**src/rtl/ext_tran_pkg.sv**
```systemverilog
// rtl/ext_tran_pkg.sv - shared encodings, FSM state type and defaults for ext_tran_master
// Purpose: size encodings, FSM state type, default ack timeout and the
//          alignment check used when a transaction is accepted.
package ext_tran_pkg;

  localparam int DEFAULT_TIMEOUT_CYCLES = 255;

  localparam logic [1:0] SIZE_BYTE = 2'b00;
  localparam logic [1:0] SIZE_HALF = 2'b01;
  localparam logic [1:0] SIZE_WORD = 2'b10;

  typedef enum logic [1:0] {
    ST_IDLE = 2'b00,
    ST_BUS  = 2'b01,
    ST_DONE = 2'b10
  } state_t;

  // True when the size is legal and the byte address is naturally aligned for it.
  function automatic logic size_ok(input logic [1:0] size, input logic [1:0] lo);
    case (size)
      SIZE_BYTE: size_ok = 1'b1;
      SIZE_HALF: size_ok = ~lo[0];
      SIZE_WORD: size_ok = (lo == 2'b00);
      default:   size_ok = 1'b0;
    endcase
  endfunction

endpackage

```
**src/rtl/ext_tran_lane.sv**
```systemverilog
// rtl/ext_tran_lane.sv - combinational byte-lane steering for ext_tran_master
// Purpose: write-data replication, byte-enable generation and read-lane
//          extraction for a 32-bit little-endian bus.
// Ports:
//   size_i     transfer size encoding
//   addr_lo_i  byte offset within the word
//   wdata_i    right-aligned write data
//   rdata_i    raw bus read data
//   wdata_o    write data replicated across lanes
//   sel_o      byte enables (0 for the reserved size)
//   rdata_o    addressed lane(s), right-aligned and zero-extended
module ext_tran_lane
  import ext_tran_pkg::*;
(
  input  logic [1:0]  size_i,
  input  logic [1:0]  addr_lo_i,
  input  logic [31:0] wdata_i,
  input  logic [31:0] rdata_i,
  output logic [31:0] wdata_o,
  output logic [3:0]  sel_o,
  output logic [31:0] rdata_o
);

  logic [31:0] rshift;

  always_comb begin
    sel_o   = 4'b0000;
    wdata_o = wdata_i;
    rdata_o = 32'h0;
    rshift  = rdata_i >> {addr_lo_i, 3'b000};
    case (size_i)
      SIZE_BYTE: begin
        sel_o   = 4'b0001 << addr_lo_i;
        wdata_o = {4{wdata_i[7:0]}};
        rdata_o = {24'h0, rshift[7:0]};
      end
      SIZE_HALF: begin
        sel_o   = 4'b0011 << addr_lo_i;
        wdata_o = {2{wdata_i[15:0]}};
        rdata_o = {16'h0, rshift[15:0]};
      end
      SIZE_WORD: begin
        sel_o   = 4'b1111;
        rdata_o = rdata_i;
      end
      default: begin
        sel_o   = 4'b0000;
        rdata_o = 32'h0;
      end
    endcase
  end

endmodule

```
**src/rtl/ext_tran_master.sv**
```systemverilog
// rtl/ext_tran_master.sv - single-transaction Wishbone classic master with sticky result flags
// Purpose: accepts one byte/half/word transaction, runs it as a Wishbone
//          classic cycle and reports completion, error and read data.
// Ports:
//   clk_i, reset_i                     clock, async active-low reset
//   tran_start_i/write_i/clear_i       start pulse, direction, flag clear
//   tran_size_i, tran_addr_i           size encoding, byte address
//   tran_data_i / tran_data_o          write data in / read data out
//   tran_ready_o, tran_err_o, busy_o   sticky done, sticky error, in flight
//   wb_cyc_o, wb_stb_o, wb_we_o        bus controls
//   wb_adr_o, wb_dat_o, wb_sel_o       word address, steered data, byte enables
//   wb_dat_i, wb_ack_i, wb_err_i       slave read data and termination
module ext_tran_master #(
  parameter int ADDR_WIDTH     = 32,
  parameter int TIMEOUT_CYCLES = ext_tran_pkg::DEFAULT_TIMEOUT_CYCLES
) (
  input  logic                  clk_i,
  input  logic                  reset_i,
  input  logic                  tran_start_i,
  input  logic                  tran_write_i,
  input  logic                  tran_clear_i,
  input  logic [1:0]            tran_size_i,
  input  logic [ADDR_WIDTH-1:0] tran_addr_i,
  input  logic [31:0]           tran_data_i,
  output logic [31:0]           tran_data_o,
  output logic                  tran_ready_o,
  output logic                  tran_err_o,
  output logic                  busy_o,
  output logic                  wb_cyc_o,
  output logic                  wb_stb_o,
  output logic                  wb_we_o,
  output logic [ADDR_WIDTH-1:0] wb_adr_o,
  output logic [31:0]           wb_dat_o,
  output logic [3:0]            wb_sel_o,
  input  logic [31:0]           wb_dat_i,
  input  logic                  wb_ack_i,
  input  logic                  wb_err_i
);
  import ext_tran_pkg::*;

  localparam int CW = $clog2(TIMEOUT_CYCLES + 1);
  // Last counted BUS cycle: the counter starts at 0, so this edge is the Nth.
  localparam logic [CW-1:0] TMO_LAST = CW'(TIMEOUT_CYCLES - 1);

  state_t        state_q, state_d;
  logic [CW-1:0] cnt_q;
  logic [1:0]    size_q, lo_q;
  logic          req_ok, accept, term, bus_err, bus_ack, bus_tmo;
  logic [1:0]    lane_size, lane_lo;
  logic [31:0]   lane_wdat, lane_rdat;
  logic [3:0]    lane_sel;

  // Outside BUS the lane logic prepares the incoming request; inside BUS it
  // decodes the read data for the latched one.
  assign lane_size = (state_q == ST_BUS) ? size_q : tran_size_i;
  assign lane_lo   = (state_q == ST_BUS) ? lo_q   : tran_addr_i[1:0];

  ext_tran_lane u_lane (
    .size_i    (lane_size),
    .addr_lo_i (lane_lo),
    .wdata_i   (tran_data_i),
    .rdata_i   (wb_dat_i),
    .wdata_o   (lane_wdat),
    .sel_o     (lane_sel),
    .rdata_o   (lane_rdat)
  );

  assign req_ok  = size_ok(tran_size_i, tran_addr_i[1:0]);
  assign busy_o  = (state_q == ST_BUS);
  // err wins over a simultaneous ack; timeout only when nothing terminated.
  assign bus_err = busy_o && wb_err_i;
  assign bus_ack = busy_o && wb_ack_i && !wb_err_i;
  assign bus_tmo = busy_o && !wb_ack_i && !wb_err_i && (cnt_q == TMO_LAST);

  always_ff @(posedge clk_i or negedge reset_i) begin
    if (!reset_i) state_q <= ST_IDLE;
    else          state_q <= state_d;
  end

  always_comb begin
    state_d = state_q;
    accept  = 1'b0;
    term    = 1'b0;
    case (state_q)
      ST_IDLE: begin
        if (tran_start_i) begin
          accept  = 1'b1;
          state_d = req_ok ? ST_BUS : ST_DONE;
        end
      end
      ST_BUS: begin
        if (bus_err || bus_ack || bus_tmo) begin
          term    = 1'b1;
          state_d = ST_DONE;
        end
      end
      ST_DONE: begin
        if (tran_start_i) begin
          accept  = 1'b1;
          state_d = req_ok ? ST_BUS : ST_DONE;
        end else if (tran_clear_i) begin
          state_d = ST_IDLE;
        end
      end
      default: state_d = ST_IDLE;
    endcase
  end

  always_ff @(posedge clk_i or negedge reset_i) begin
    if (!reset_i) begin
      cnt_q        <= '0;
      size_q       <= 2'b00;
      lo_q         <= 2'b00;
      tran_data_o  <= 32'h0;
      tran_ready_o <= 1'b0;
      tran_err_o   <= 1'b0;
      wb_cyc_o     <= 1'b0;
      wb_stb_o     <= 1'b0;
      wb_we_o      <= 1'b0;
      wb_adr_o     <= '0;
      wb_dat_o     <= 32'h0;
      wb_sel_o     <= 4'b0000;
    end else if (accept) begin
      // A rejected request lands in DONE already flagged as failed.
      tran_ready_o <= !req_ok;
      tran_err_o   <= !req_ok;
      if (req_ok) begin
        cnt_q    <= '0;
        size_q   <= tran_size_i;
        lo_q     <= tran_addr_i[1:0];
        wb_cyc_o <= 1'b1;
        wb_stb_o <= 1'b1;
        wb_we_o  <= tran_write_i;
        wb_adr_o <= {tran_addr_i[ADDR_WIDTH-1:2], 2'b00};
        wb_dat_o <= lane_wdat;
        wb_sel_o <= lane_sel;
      end
    end else if (term) begin
      tran_ready_o <= 1'b1;
      tran_err_o   <= bus_err || bus_tmo;
      if (bus_ack && !wb_we_o) tran_data_o <= lane_rdat;
      wb_cyc_o <= 1'b0;
      wb_stb_o <= 1'b0;
      wb_we_o  <= 1'b0;
      wb_adr_o <= '0;
      wb_dat_o <= 32'h0;
      wb_sel_o <= 4'b0000;
    end else if (state_q == ST_BUS) begin
      cnt_q <= cnt_q + CW'(1);
    end else if (state_q == ST_DONE && tran_clear_i) begin
      tran_ready_o <= 1'b0;
      tran_err_o   <= 1'b0;
    end
  end

endmodule

```
**config.mk**
```make
export PLATFORM = sky130hd
export DESIGN_NAME = ext_tran_master
export DESIGN_NICKNAME = d
export VERILOG_FILES = /design/src/rtl/ext_tran_pkg.sv /design/src/rtl/ext_tran_lane.sv /design/src/rtl/ext_tran_master.sv
export SDC_FILE = /design/constraint.sdc
export NUM_CORES = 1
export LEC_CHECK = 0
export ABC_AREA = 0
export CAP_MARGIN = 20
export CORE_ASPECT_RATIO = 1.25
export CORE_UTILIZATION = 40
export CTS_CLUSTER_DIAMETER = 200
export CTS_CLUSTER_SIZE = 40
export DETAILED_ROUTE_END_ITERATION = 8
export MAX_ROUTING_LAYER = met4
export PLACE_DENSITY = 0.77
export SYNTH_ARGS = -nofsm -noshare
export SYNTH_HDL_FRONTEND = slang
export SYNTH_SLANG_ARGS = --single-unit
```
**constraint.sdc**
```tcl
create_clock -name clk_i -period 2 [get_ports clk_i]
set_input_delay 0.3 -clock clk_i [delete_from_list [all_inputs] [get_ports clk_i]]
set_output_delay 0.3 -clock clk_i [all_outputs]
set_load 0.005 [all_outputs]
```
==> results.json <==
{
  "cts_made_buffers": 17,
  "critPathKind": "reg2reg",
  "fmax_mhz": 511,
  "comb_power_share_pct": 29.6,
  "die_w_um": 106,
  "p_int_mw": 6.61,
  "dp.cells": 883,
  "boundaryPins": 211,
  "cts_tree": "yes",
  "hp-class": "in2async",
  "async_flop_share_pct": 100,
  "rsz0062_at_grt": "false",
  "cts_max_level": 4,
  "fin_area_mm2": 0.00866,
  "area_growth_pct": 60.1,
  "initial_core_util_pct": 40.9,
  "viasPerCell": 5.66,
  "seq_area_frac_synth_pct": 53.6,
  "core_area_mm2": 0.0132,
  "power.net_switching_mw": 2.60,
  "setup_tns_ns": 0,
  "num_vias": 5180,
  "run_status": "complete, no violations",
  "die_area_mm2": 0.0140,
  "period_needed_ns": 1.96,
  "avgSynthCellArea_um2": 10.9,
  "layout_common_cells": "clkdlybuf4s50_1, dfrtp_1, a22o_1",
  "fin_skew_ns": 0.00910,
  "hpwlAfterDp_um": 12600,
  "tightest_slew_ns": 0.535,
  "dpl-instance-area_mm2": 0.00802,
  "place_congestion": 0.888,
  "relSlewSlack_pct": 64.4,
  "dp_slack_ns": -0.160,
  "rows": 47,
  "insertion_delay_ns": 0.42,
  "yosys_warnings": 0,
  "fin_ws_ns": 0.0448,
  "synth_cell_type_count": 53,
  "layout-drive-gt1-share_pct": 12.9,
  "final_hold_viol_count": 0,
  "p_clk_share_pct": 34.6,
  "antenna_found_initial": 0,
  "maxSlewViolCount": 0,
  "cp.arrival_ns": 2.25,
  "setup-violations-final": 0,
  "grt_max_degree": 55,
  "clk_pin_slew_ns": 0.06,
  "seq_power_share_pct": 35.9,
  "cts.sinks": 116,
  "min_period_over_period_pct": 97.8,
  "die_h_um": 132,
  "grt_pass1_wl_um": 28200,
  "synth_seq_cells": 116,
  "grt_remaining_overflow": 0,
  "grt_usage_pct": 26.7,
  "path_cells": "inv_1 -> ha_1 -> nand3_1 -> o21a_1 -> nand2b_4 -> and2_2 -> buf_4 -> a22o_1",
  "final_net_count": 839,
  "cp_slowest_cell": "dfrtp_1",
  "num_antenna_cells": 0,
  "drc_errors": 0,
  "vdd_drop_max_uv": 609,
  "syn_inst": 495,
  "synth_edf_count": 0,
  "r2r_cells": 8,
  "startpoint_type": "flip-flop",
  "required_ns": 2.30,
  "synth_area_mm2": 0.00541,
  "final_common_cell": "clkdlybuf4s50_1",
  "ys.flop_type": "dfrtp_1",
  "sw_frac_of_total_pct": 28.3,
  "wl_per_cell_um": 19.0,
  "cap_violations": 0,
  "power.density_mw_per_mm2": 1060,
  "drtIter0Drc": 308,
  "end_kind": "flip-flop",
  "fin_util_pct": 65.5,
  "cp_slowest_stage_delay_ns": 0.41,
  "clockBufferDepth": 2,
  "p_leak_nw": 3.81,
  "clockRootBuffer": "clkbuf_16",
  "io_buffers": 208,
  "drtAntennaViolNets": 0,
  "worst-path-max-fanout": 5,
  "instances_no_fill": 916,
  "finalWirelength_um": 17400,
  "grt_pass1_vias": 5532,
  "drtPass1Iterations": 5
}
area by class of cell:
type | count | area, µm²
Sequential cell | 116 | 2900
Fill cell | 1027 | 4570
Clock buffer | 17 | 425
Multi-Input combinational cell | 340 | 2340
Clock inverter | 15 | 193
Timing Repair Buffer | 252 | 2570
Tap cell | 171 | 214
Inverter | 5 | 23.8
synthesized netlist by cell type, types with 2 or more instances:
cell type  count  area [µm²]
o21a_1         3        22.5
ha_1           2        25.0
nand3_1        9        45.0
mux2i_4        2        45.0
o32a_1         8        80.1
buf_1          2        7.51
inv_1          4        15.0
mux2i_1       27         270
a221oi_1       5        43.8
clkbuf_1       9        33.8
and3_1         2        12.5
a222oi_1       3        30.0
nor2_1        32         120
nand3b_1       3        22.5
o21ai_1        3        15.0
buf_2         15        75.1
a31oi_1       11        68.8
nand4_1        2        12.5
nand2_1       68         255
buf_6          2        22.5
o21ai_0       14        70.1
dfrtp_1      116        2900
buf_4          6        45.0
nand2b_1       2        12.5
a22o_1        69         604
o2bb2ai_1     16         140
and2_1         3        18.8
a21oi_1       30         150
mux2_2         3        33.8
path summary, 6_finish.rpt:
check	slack, ns	startpoint	end
worst max-delay path	0.04	cnt_q[0]	wb_dat_o[11]
worst min-delay path	0.37	reset_i	tran_ready_o
worst max register to register	0.04	cnt_q[0]	wb_dat_o[11]
worst min register to register	0.49	tran_data_o[8]	tran_data_o[8]
max in group asynchronous	1.01	reset_i	tran_data_o[29]
min in group clk_i	0.49	tran_addr_i[19]	wb_adr_o[19]
per-layer routing:
metal | track usage, % | wire length, µm | share of wire (%)
met5 | - | 0 | 0
met4 | 10.8 | 402 | 2.3
met3 | 5.68 | 1160 | 6.7
met2 | 44.3 | 8690 | 50
met1 | 31.5 | 7130 | 41
power by group through the flow:
| stage | clock network [mW] | registers, mW | logic (mW) |
|---|---|---|---|
| finish | 3.19 | 3.30 | 2.72 |
| global route | 3.35 | 3.37 | 2.92 |
| CTS | 3.22 | 3.30 | 2.73 |
| detailed placement | 0 | 3.32 | 2.71 |
| global placement | 0 | 3.31 | 2.65 |
| floorplan | 0 | 3.29 | 0.943 |
flip-flops by register name, indices dropped and copies added (netlist names):
signal / cells
wb_stb_o: 1
wb_adr_o: 30
cnt_q: 8
state_q: 2
tran_ready_o: 1
tran_data_o: 32
size_q: 2
wb_sel_o: 4
wb_dat_o: 32
wb_we_o: 1
tran_err_o: 1
lo_q: 2
worst max-delay path: cells and delay by family (launching register included):
| kind | cells | cell delay (ns) |
|---|---|---|
| buffers and inverters | 2 | 0.25 |
| adder cells (fa/ha/maj) | 1 | 0.17 |
| AO/OA/AOI/OAI | 2 | 0.46 |
| flip-flops | 1 | 0.41 |
| AND/OR/NAND/NOR | 3 | 0.54 |
logic make-up (layout without fill, tap and decap cells):
logic type,count (synthesis),in the layout,share of synthesized area [%]
AO/OA/AOI/OAI,169,169,23.7
adder cells (fa/ha/maj),2,2,0.462
buffers and inverters,40,289,4.21
other,1,2,0.0693
flip-flops,116,116,53.6
multiplexers,33,33,6.73
AND/OR/NAND/NOR,134,134,11.2
stage by stage:
step	hold slack [ns]	power, mW
2_1_floorplan	0.00441	4.23
3_3_place_gp	0.256	5.96
3_5_place_dp	0.256	6.03
4_1_cts	0.368	9.25
5_1_grt	0.388	9.64
6_report	0.365	9.21
what timing repair did:
action                                  4_1_cts  5_1_grt
buffers inserted                              0        0
hold endpoints to repair                     26        0
endpoints found under the setup margin        0       12
resized for setup                             0        4
hold buffers                                  1        0
No activity file was read; power rests on OpenSTA's default activity.
